<file path="src/rtl/toggle_bank_pkg.sv">
// Shared types and the lane update function for toggle_bank and its checker.
package toggle_bank_pkg;

  // Widest lane vector the shared helper handles; WIDTH must not exceed it.
  localparam int MAX_W = 64;

  typedef enum logic [1:0] {
    MODE_COPY   = 2'd0,
    MODE_TOGGLE = 2'd1,
    MODE_INVERT = 2'd2,
    MODE_HOLD   = 2'd3
  } mode_e;

  // Next core state for one enabled cycle. Vectors are zero-extended to MAX_W
  // by the caller and truncated back to the lane width afterwards.
  function automatic logic [MAX_W-1:0] next_state(
    input mode_e            m,
    input logic [MAX_W-1:0] s,
    input logic [MAX_W-1:0] q
  );
    logic [MAX_W-1:0] r;
    case (m)
      MODE_COPY:   r = q;
      MODE_TOGGLE: r = s ^ q;
      MODE_INVERT: r = ~q;
      MODE_HOLD:   r = s;
      default:     r = s;
    endcase
    return r;
  endfunction

endpackage

</file>
<file path="src/rtl/toggle_bank_checker.sv">
// Assertion-only observer of toggle_bank: lane functions, output latency,
// change counter monotonicity/saturation and the values held during reset.
module toggle_bank_checker
  import toggle_bank_pkg::*;
#(
  parameter int WIDTH   = 8,
  parameter int LATENCY = 1,
  parameter int CNT_W   = 8
) (
  input logic             clk,
  input logic             reset,
  input logic             en,
  input logic [1:0]       mode,
  input logic [WIDTH-1:0] q,
  input logic [WIDTH-1:0] s,
  input logic [WIDTH-1:0] z,
  input logic             z_valid,
  input logic [CNT_W-1:0] chg_cnt,
  input logic             chg_sat
);

  // Edges seen since reset release; history-based checks wait until $past
  // no longer reaches back into the reset period.
  logic [31:0] edges_r;
  logic        ready1_s;
  logic        ready_lat_s;
  logic [WIDTH-1:0] exp_next_s;

  assign ready1_s    = (edges_r >= 32'd1);
  assign ready_lat_s = (edges_r >= 32'(LATENCY));
  assign exp_next_s  = WIDTH'(next_state(mode_e'(mode), MAX_W'(s), MAX_W'(q)));

  // Count post-reset edges, saturating once the deepest history is covered.
  always_ff @(posedge clk or posedge reset) begin
    if (reset) begin
      edges_r <= 32'd0;
    end else if (edges_r < 32'(LATENCY)) begin
      edges_r <= edges_r + 32'd1;
    end else begin
      edges_r <= edges_r;
    end
  end

  a_copy: assert property (@(posedge clk) disable iff (reset)
    (ready1_s && $past(en) && mode_e'($past(mode)) == MODE_COPY) |-> (s == $past(q)))
    else $error("toggle_bank_checker: copy next state");

  a_toggle: assert property (@(posedge clk) disable iff (reset)
    (ready1_s && $past(en) && mode_e'($past(mode)) == MODE_TOGGLE) |-> (s == ($past(s) ^ $past(q))))
    else $error("toggle_bank_checker: toggle next state");

  a_invert: assert property (@(posedge clk) disable iff (reset)
    (ready1_s && $past(en) && mode_e'($past(mode)) == MODE_INVERT) |-> (s == ~$past(q)))
    else $error("toggle_bank_checker: invert next state");

  a_hold: assert property (@(posedge clk) disable iff (reset)
    (ready1_s && (!$past(en) || mode_e'($past(mode)) == MODE_HOLD)) |-> (s == $past(s)))
    else $error("toggle_bank_checker: hold or disabled state");

  a_next_fn: assert property (@(posedge clk) disable iff (reset)
    (ready1_s && $past(en)) |-> (s == $past(exp_next_s)))
    else $error("toggle_bank_checker: shared next_state mismatch");

  a_valid_lat: assert property (@(posedge clk) disable iff (reset)
    ready_lat_s |-> (z_valid == $past(en, LATENCY)))
    else $error("toggle_bank_checker: z_valid latency");

  a_copy_lat: assert property (@(posedge clk) disable iff (reset)
    (ready_lat_s && $past(en, LATENCY) && mode_e'($past(mode, LATENCY)) == MODE_COPY)
      |-> (z == $past(q, LATENCY)))
    else $error("toggle_bank_checker: copy data latency");

  a_cnt_mono: assert property (@(posedge clk) disable iff (reset)
    ready1_s |-> (chg_cnt >= $past(chg_cnt)))
    else $error("toggle_bank_checker: counter decreased");

  a_sat_flag: assert property (@(posedge clk) disable iff (reset)
    chg_sat == (chg_cnt == {CNT_W{1'b1}}))
    else $error("toggle_bank_checker: saturation flag");

  a_sat_sticky: assert property (@(posedge clk) disable iff (reset)
    (ready1_s && $past(chg_sat)) |-> chg_sat)
    else $error("toggle_bank_checker: saturation released");

  a_reset_vals: assert property (@(posedge clk)
    reset |-> (z == {WIDTH{1'b0}} && !z_valid && chg_cnt == {CNT_W{1'b0}} && !chg_sat))
    else $error("toggle_bank_checker: values under reset");

endmodule

</file>
<file path="src/rtl/toggle_bank.sv">
// WIDTH-lane bank of toggle cells: per-cycle copy/toggle/invert/hold update,
// LATENCY-cycle output pipeline and a saturating output-change counter.
module toggle_bank
  import toggle_bank_pkg::*;
#(
  parameter int WIDTH   = 8,
  parameter int LATENCY = 1,
  parameter int CNT_W   = 8
) (
  input  logic             clk,
  input  logic             reset,
  input  logic             en,
  input  logic [1:0]       mode,
  input  logic [WIDTH-1:0] q,
  output logic [WIDTH-1:0] z,
  output logic             z_valid,
  output logic [CNT_W-1:0] chg_cnt,
  output logic             chg_sat
);

  localparam logic [CNT_W-1:0] CNT_MAX = {CNT_W{1'b1}};

  logic [WIDTH-1:0] s_r;
  logic [WIDTH-1:0] s_next_s;
  logic             en_r;
  logic [WIDTH-1:0] pipe_z_s;
  logic             pipe_valid_s;
  logic [WIDTH-1:0] z_prev_r;
  logic [CNT_W-1:0] cnt_r;
  logic [CNT_W-1:0] cnt_next_s;
  logic             sat_r;

  // Next core state: apply the selected lane function on enabled cycles only.
  always_comb begin
    s_next_s = s_r;
    if (en) begin
      s_next_s = WIDTH'(next_state(mode_e'(mode), MAX_W'(s_r), MAX_W'(q)));
    end else begin
      s_next_s = s_r;
    end
  end

  // Core state and the registered enable that tags it as a valid update.
  always_ff @(posedge clk or posedge reset) begin
    if (reset) begin
      s_r  <= {WIDTH{1'b0}};
      en_r <= 1'b0;
    end else begin
      s_r  <= s_next_s;
      en_r <= en;
    end
  end

  generate
    if (LATENCY > 1) begin : g_pipe
      logic [WIDTH-1:0] data_r  [LATENCY-1];
      logic             valid_r [LATENCY-1];

      // Free-running delay line; shifts every cycle regardless of en.
      always_ff @(posedge clk or posedge reset) begin
        if (reset) begin
          for (int i = 0; i < LATENCY - 1; i++) begin
            data_r[i]  <= {WIDTH{1'b0}};
            valid_r[i] <= 1'b0;
          end
        end else begin
          data_r[0]  <= s_r;
          valid_r[0] <= en_r;
          for (int i = 1; i < LATENCY - 1; i++) begin
            data_r[i]  <= data_r[i-1];
            valid_r[i] <= valid_r[i-1];
          end
        end
      end

      assign pipe_z_s     = data_r[LATENCY-2];
      assign pipe_valid_s = valid_r[LATENCY-2];
    end else begin : g_direct
      assign pipe_z_s     = s_r;
      assign pipe_valid_s = en_r;
    end
  endgenerate

  // Count a change whenever z differs from last cycle's z, stopping at all ones.
  always_comb begin
    cnt_next_s = cnt_r;
    if ((z_prev_r != pipe_z_s) && (cnt_r != CNT_MAX)) begin
      cnt_next_s = cnt_r + CNT_W'(1'b1);
    end else begin
      cnt_next_s = cnt_r;
    end
  end

  // Previous-z snapshot, change counter and its registered saturation flag.
  always_ff @(posedge clk or posedge reset) begin
    if (reset) begin
      z_prev_r <= {WIDTH{1'b0}};
      cnt_r    <= {CNT_W{1'b0}};
      sat_r    <= 1'b0;
    end else begin
      z_prev_r <= pipe_z_s;
      cnt_r    <= cnt_next_s;
      sat_r    <= (cnt_next_s == CNT_MAX);
    end
  end

  assign z       = pipe_z_s;
  assign z_valid = pipe_valid_s;
  assign chg_cnt = cnt_r;
  assign chg_sat = sat_r;

  toggle_bank_checker #(
    .WIDTH   (WIDTH),
    .LATENCY (LATENCY),
    .CNT_W   (CNT_W)
  ) u_checker (
    .clk     (clk),
    .reset   (reset),
    .en      (en),
    .mode    (mode),
    .q       (q),
    .s       (s_r),
    .z       (pipe_z_s),
    .z_valid (pipe_valid_s),
    .chg_cnt (cnt_r),
    .chg_sat (sat_r)
  );

endmodule

</file>
<file path="config.mk">
export PLATFORM = sky130hd
export DESIGN_NAME = toggle_bank
export DESIGN_NICKNAME = d
export VERILOG_FILES = /design/src/rtl/toggle_bank_pkg.sv /design/src/rtl/toggle_bank_checker.sv /design/src/rtl/toggle_bank.sv
export SDC_FILE = /design/constraint.sdc
export NUM_CORES = 1
export LEC_CHECK = 0
export CAP_MARGIN = 20
export CORE_ASPECT_RATIO = 0.75
export CORE_MARGIN = 2
export CORE_UTILIZATION = 50
export DETAILED_ROUTE_END_ITERATION = 10
export PLACE_DENSITY_LB_ADDON = 0.12
export RECOVER_POWER = 25
export SYNTH_ARGS = -nofsm -noshare
export SYNTH_HDL_FRONTEND = slang
export SYNTH_HIERARCHICAL = 1
export SYNTH_SLANG_ARGS = --single-unit
</file>
<file path="constraint.sdc">
create_clock -name clk -period 1.95 [get_ports clk]
set_input_delay 0.195 -clock clk [delete_from_list [all_inputs] [get_ports clk]]
set_output_delay 0.195 -clock clk [all_outputs]
set_load 0.02 [all_outputs]
</file>
---- Word level (Yosys, flattened, before mapping) ----
Cells that the tools add are included.
storage, ports and cells
  input bits .............................. 13
  word-level logic and storage cells ...... 20
  bits in registers ....................... 26
cells by class
  mux-type cells .......................... 2
  bitwise operators ....................... 3
  reduce and logical (&&, ||, !) cells .... 3
  equal/unequal tests ..................... 6
  add/subtract/negate cells ............... 1
operators by type and width
  kind                   count
  $pmux W8 S4            1
  $add A8 B1 Y8 const B  1
  $eq A8 B8 Y1 const B   1
  $mux W8                1
  $ne A8 B8 Y1           1
  $ne A8 B8 Y1 const B   1
  $not A8 Y8             1
  $xor A8 B8 Y8          1
  $eq A2 B2 Y1 const B   2
  $eq A2 B1 Y1 const B   1
  $logic_not A2 Y1       1
  $reduce_and A2 Y1      1
  $logic_and A1 B1 Y1    1
  $not A1 Y1             1

---- Logic depth before layout (Yosys ltp) ----
  word-level depth ........................ 4
  gate-level depth with buffers ........... 7
  gate-level depth less buffers ........... 6

---- Worst setup path after synthesis ----
No wires, ideal clock.
  path type ............................... reg2reg
  start ................................... register s_r[3], in the netlist z[3]
  end ..................................... register cnt_r[6], in the netlist chg_cnt[6]
  clock period less this slack ............ 1.828 ns
  buffers on the path ..................... 0
  stages on the path, launching flop included .. 6
  setup time .............................. 0.125 ns
  slack ................................... 0.122 ns
  data arrival time ....................... 1.703 ns
  cells stage by stage .................... dfrtp_1 > xor2_1 > nor4_4 > nand2_1 > and3_1 > mux2_4
on the way
  word-level cells in the longest chain between the ends .. 3
RTL lines
  item                      line                text
  start: declaration        toggle_bank.sv:23   logic [WIDTH-1:0] s_r;
  start signal: assignment  toggle_bank.sv:46   s_r <= {WIDTH{1'b0}};
  start signal: assignment  toggle_bank.sv:49   s_r <= s_next_s;
  $ne A8 B8 Y1              toggle_bank.sv:87   if ((z_prev_r != pipe_z_s) && (cnt_r != CNT_MAX)) begin
  $logic_and A1 B1 Y1       toggle_bank.sv:87
  $mux W8                   toggle_bank.sv:87
  net cnt_next_s[6]         toggle_bank.sv:30   logic [CNT_W-1:0] cnt_next_s;
  end signal: assignment    toggle_bank.sv:98   cnt_r <= {CNT_W{1'b0}};
  end signal: assignment    toggle_bank.sv:102  cnt_r <= cnt_next_s;
  end: declaration          toggle_bank.sv:29   logic [CNT_W-1:0] cnt_r;
The timed path passes the listed nets, and every way through them passes these cells.
A chain may end at the register's enable or synchronous reset.

---- Worst setup path in the final report ----
  start ................................... register s_r[5], in the netlist z[5]
  end ..................................... register sat_r, in the netlist chg_sat
on the way
  word-level cells in the longest chain between the ends .. 4
RTL lines
  item                    line                text
  $ne A8 B8 Y1            toggle_bank.sv:87
  $logic_and A1 B1 Y1     toggle_bank.sv:87
  $mux W8                 toggle_bank.sv:87
  $eq A8 B8 Y1            toggle_bank.sv:103  sat_r <= (cnt_next_s == CNT_MAX);
  end signal: assignment  toggle_bank.sv:103
  end: declaration        toggle_bank.sv:31   logic sat_r;
No other way between the ends.

==> results.cfg <==
[critical_path]
rr_endpoint = chg_sat
cp.arrival_ns = 2.03
startpoint = z[5]
worstPathRequired_ns = 2.13
r2r_start = z[5]
reg2reg_slack_ns = 0.10
path_class = reg -> reg
cp-start-kind = register
cp-end-kind = register
reg2reg_depth = 5
cp_max_fo = 6

[detailed_routing]
num_vias = 1258
drt_iter0_markers = 83
drtPass1Iterations = 4
wire_per_inst_um = 15.0
antenna_left = 0
drc = 0
wirelength_mm = 3.41
vias_per_cell = 5.52

[clock_tree]
cts_tree = yes
clk_pin_slew_ns = 0.09
ctsHtreeMaxLevel = 1
post_cts_buffers = 0
post_cts_resized = 0
root_buffer = clkbuf_8
cts_buffers = 3
cts.sinks = 26
clockBufferDepth = 2
hold_buffers = 0
clkLatencyLatePin_ns = 0.27

[logic_synthesis]
yosys.area_share.simple = 0.247
synthXorXnorAreaFrac = 0.0705
synth_seq_area_share = 0.436
synth_compound_area_frac = 0.161
avgSynthCellArea_sq_um = 9.94
synth_common_cells = dfrtp_1, nor3b_1, nand2_1, o21ai_1, xor2_1
synthMuxAreaShare = 0.0243
syn_area_sq_um = 1490
ys.flop_type = dfrtp_1
synth_top_family_by_area = simple AND/OR/NAND/NOR gates
synth_warnings = 6
synthAdderAreaFrac = 0.0336
async_flop_share = 1.00
synth-edff-count = 0
synth-seq-cells = 26
syn_inst = 150
synth_nets = 167
synth.most_common_cell = dfrtp_1
ys_types = 37
yosys.area.top_type = dfrtp_1
synth_top_area_share = 0.436
ys_top_cells_by_area = dfrtp_1, nor3b_1, xor2_1, ha_1, o21ai_1

[grt]
antenna_found_initial = 0
grt_pass1_vias = 1238
grt_max_degree = 27
grt_pass1_wl_mm = 5.73
gr-usage-all-layers = 0.223
grt_overflow = 0

[timing]
worst_slack_ns = 0.101
fin_skew_ns = 0.00390
min_period_ns = 1.85
tightest_slew_ns = 1.40
holdWs_ns = 0.478
rsz0062_at_grt = false
slew_viol_final = 0
final-setup-viol-count = 0
tns_ns = 0
slew_headroom = 0.0642
finalHoldViolCount = 0
fin_crit_sh = 0.948
max_freq_ghz = 0.541

[min_path]
hold_path.startpoint = z[3]
hold-path-cell-count = 0
hold_class = reg -> reg
min_to = z_prev_r[3]

[layout]
drive_above_1_share = 0.111
final_nets = 208
n_antenna_cell = 0
syn2layout_area_growth_pct = 31.9
final_cell_area_sq_um = 1970

[place]
post-place-ws_ns = 0.148
placed_area_sq_um = 1920
gp_congestion = 0.899
portBuffers = 30
dp.final_hpwl_mm = 2.52

[floorplan]
fp.dieArea_sq_um = 3440
io_pins = 31
rows = 17
initial_core_util = 0.516
core_sq_um = 2890
fp.dieH_um = 51.3
die_w_um = 67.1

[pwr]
cellPowerDensity_nw_per_um2 = 1170
power_leakage_uw = 0.000817
irDropWorstVdd_mv = 0.731
power_uw = 2300

[job]
cap_violations = 0

[run_status]
outcome = finished clean
-- routing by layer --
metal / track usage / wire length (um)
met5: 0 / 0
met4: 0.0544 / 25
met3: 0.0551 / 161
met2: 0.363 / 1580
met1: 0.299 / 1640
-- final cells by class --
| class | instances | area, sq um |
|---|---|---|
| clock buffer | 4 | 55.1 |
| fill | 232 | 926 |
| inverter | 6 | 22.5 |
| multi-input combinational | 113 | 800 |
| sequential | 26 | 651 |
| tap | 38 | 47.5 |
| timing repair buffer | 41 | 392 |
-- registers in the layout, indices dropped and copies added, names as in the netlist --
register and cells:
chg_cnt 8, z 8, z_prev_r 8, chg_sat 1, z_valid 1
-- through the flow --
| stage | std cells | utilization |
|---|---|---|
| floorplan | 150 | - |
| global placement | 224 | 0.662 |
| detailed placement | 224 | 0.662 |
| CTS | 228 | 0.681 |
| global route | 228 | 0.680 |
| finish | 228 | 0.680 |
-- report_power, final --
group | switching (uW) | internal, uW
clock | 172 | 181
sequential | 174 | 681
combinational | 551 | 541
-- worst max-delay path, cell delays in order, from the launching register on --
cell      delay, ns
dfrtp_1        0.45
xor2_1         0.21
nor4_4         0.45
a21boi_2       0.16
a21o_1         0.21
nor4b_2        0.26
-- kinds of logic (layout without fill, tap and decap cells) --
group | after synthesis | in the layout
AND/OR/NAND/NOR | 57 | 57
AO/OA/AOI/OAI | 37 | 37
flip-flops | 26 | 26
XOR/XNOR | 12 | 12
buffers and inverters | 11 | 51
adder cells (fa/ha/maj) | 4 | 4
multiplexers | 3 | 3
-- placed cells by master, fill, tap and decap left out, drive strengths merged, types with 2 or more instances in the layout --
master,instances
nor3b,16
mux2,2
clkbuf,5
ha,4
buf,10
xnor2,3
clkdlybuf4s50,29
inv,6
nand4,2
o22ai,2
nand2,12
o21ai,12
nor2b,3
nand2b,3
and2,2
nand3,4
nor2,8
a21oi,9
nor4,2
xor2,9
o211ai,6
dfrtp,26
-- worst max path at each step --
stage	cells past startpoint	slack, ns	end
global route	5	0.008	chg_sat
detailed placement	8	0.15	z[0]
CTS	5	0.13	chg_sat
floorplan	5	0.12	chg_cnt[6]
global placement	7	0.19	z[6]
finish	5	0.10	chg_sat
Note: power is estimated with default switching activity, not from simulation.
==> RTL edit, RTL diff (config.mk and constraints unchanged) <==
`CNT_W` is set to 8 in 2 places; all go to 7.
--- a/src/rtl/toggle_bank_checker.sv
+++ b/src/rtl/toggle_bank_checker.sv
@@ -6,5 +6,5 @@
   parameter int WIDTH   = 8,
   parameter int LATENCY = 1,
-  parameter int CNT_W   = 8
+  parameter int CNT_W   = 7
 ) (
   input logic             clk,
--- a/src/rtl/toggle_bank.sv
+++ b/src/rtl/toggle_bank.sv
@@ -6,5 +6,5 @@
   parameter int WIDTH   = 8,
   parameter int LATENCY = 1,
-  parameter int CNT_W   = 8
+  parameter int CNT_W   = 7
 ) (
   input  logic             clk,
Interface: changed (resized chg_cnt); port bits go from 31 to 30. The function was not compared with the original's and may differ.
==> RTL edit against the original RTL <==
Area after synthesis fell by 8.9%. Die area fell by 8.3%. Sequential cell count fell by 1. Design area fell by 11%. Wire length fell by 18%. Worst setup slack improved by 0.077 ns. Total power fell by 17%. Hold slack got worse by 0.0062 ns.
==> RTL edit: results (changes against the original RTL) <==
First-pass GRT wire length: 4970 um (-13%)
RD Place Congestion: 0.858 (-4.6%)
Root Driver: clkbuf_4
Worst hold slack: 0.472 ns (-0.00624 ns)
Mux share of post-synthesis cell area: 0.829% (-1.6 points)
Rel. slew slack: 10.9% (+4.4 points)
DR vias: 1109 (-12%)
Compound-Gate Fraction of Synth Area: 14.1% (-2.0 points)
Clock-pin slew on the worst setup and hold paths: 0.12 ns (+0.03 ns)
Pre-CTS setup slack: 0.0713 ns (-0.0767 ns)
Detailed placement HPWL: 2080 um (-17%)
Synthesized net count: 152 (-9.0%)
Synth Area in XOR/XNOR: 9.02% (+2.0 points)
Hold Startpoint: en
Arr. time, crit path: 2.01 ns (-0.02 ns)
R2R Setup Slk: 0.18 ns (+0.08 ns)
Max incr delay on CP: 0.47 ns (+0.02 ns)
WL per Instance: 13.8 um (-8.0%)
Hold Path Cell Cnt: 1 (+1)
Commonest cells post-synth: dfrtp_1, nor3b_1, o21ai_0
Total track usage: 20.3% (-2.0 points)
Syn avg cell area: 10.1 sq um (+1.2%)
Pin count of the biggest net entering global routing: 26 (-3.7%)
Outcome: finished clean
Final #Nets: 186 (-11%)
Final instance area: 1750 sq um (-11%)
Top cells by area, synth: dfrtp_1, nor3b_1, xor2_1
Hold Path End: z_valid
Worst-Skew Late Latency: 0.31 ns (+0.04 ns)
# fillers: 221 (-4.7%)
Share of layout cells above drive strength 1: 8.33% (-2.7 points)
Initial DRC count: 31 (-63%)
[RTL edit: cell types whose count changed after synthesis, moves of 3 or more]
| cell | before | now |
|---|---|---|
| o21ai_1 | 9 | 0 |
| o21ai_0 | 3 | 11 |
| nor2_1 | 8 | 4 |
| nor3b_1 | 16 | 20 |
| inv_1 | 6 | 3 |
[RTL edit: cells by family after synthesis]
group / Yosys count
adders and majority gates: 4
xor gates and xnor gates: 14
buffers and inverters: 9
muxes: 1
DFF: 25
and+or+nand+nor: 51
AOI/OAI and AO/OA: 31
[RTL edit: worst max-delay path by stage]
| stage | from | end | slack, ns | cells past startpoint |
|---|---|---|---|---|
| final | z[5] | chg_sat | 0.18 | 5 |
| after global routing | chg_cnt[1] | chg_sat | 0.03 | 6 |
| after CTS | z[5] | chg_sat | 0.08 | 5 |
| after detailed placement | mode[0] | z[7] | 0.07 | 7 |
| after global placement | mode[0] | z[7] | 0.15 | 7 |
| after floorplan | chg_cnt[0] | chg_sat | 0.20 | 5 |
[RTL edit: layout make-up]
class,count,area share (%)
sequential,25,35.8
inverter,3,0.645
tap,36,2.58
clock buffer,4,1.51
multi-input combinational,101,40.4
timing repair buffer,35,19.0
[RTL edit: report_power, final]
group          internal [uW]  switching (uW)
registers                653             170
logic                    441             418
clock network           80.0             147
[RTL edit: what timing repair did]
item	4_1_cts	5_1_grt
setup endpoints to repair	0	1
resized for setup	0	1
endpoints found under the hold margin	0	0
[RTL edit: per-layer routing]
layer  global-route usage [%]  part of all wire, %  vias to the layer above
met5                        0                    0                        -
met4                     3.19                 0.64                        0
met3                     5.08                  3.9                        4
met2                     33.9                   47                       20
met1                     27.5                   49                      530
li1                         -                    -                      555
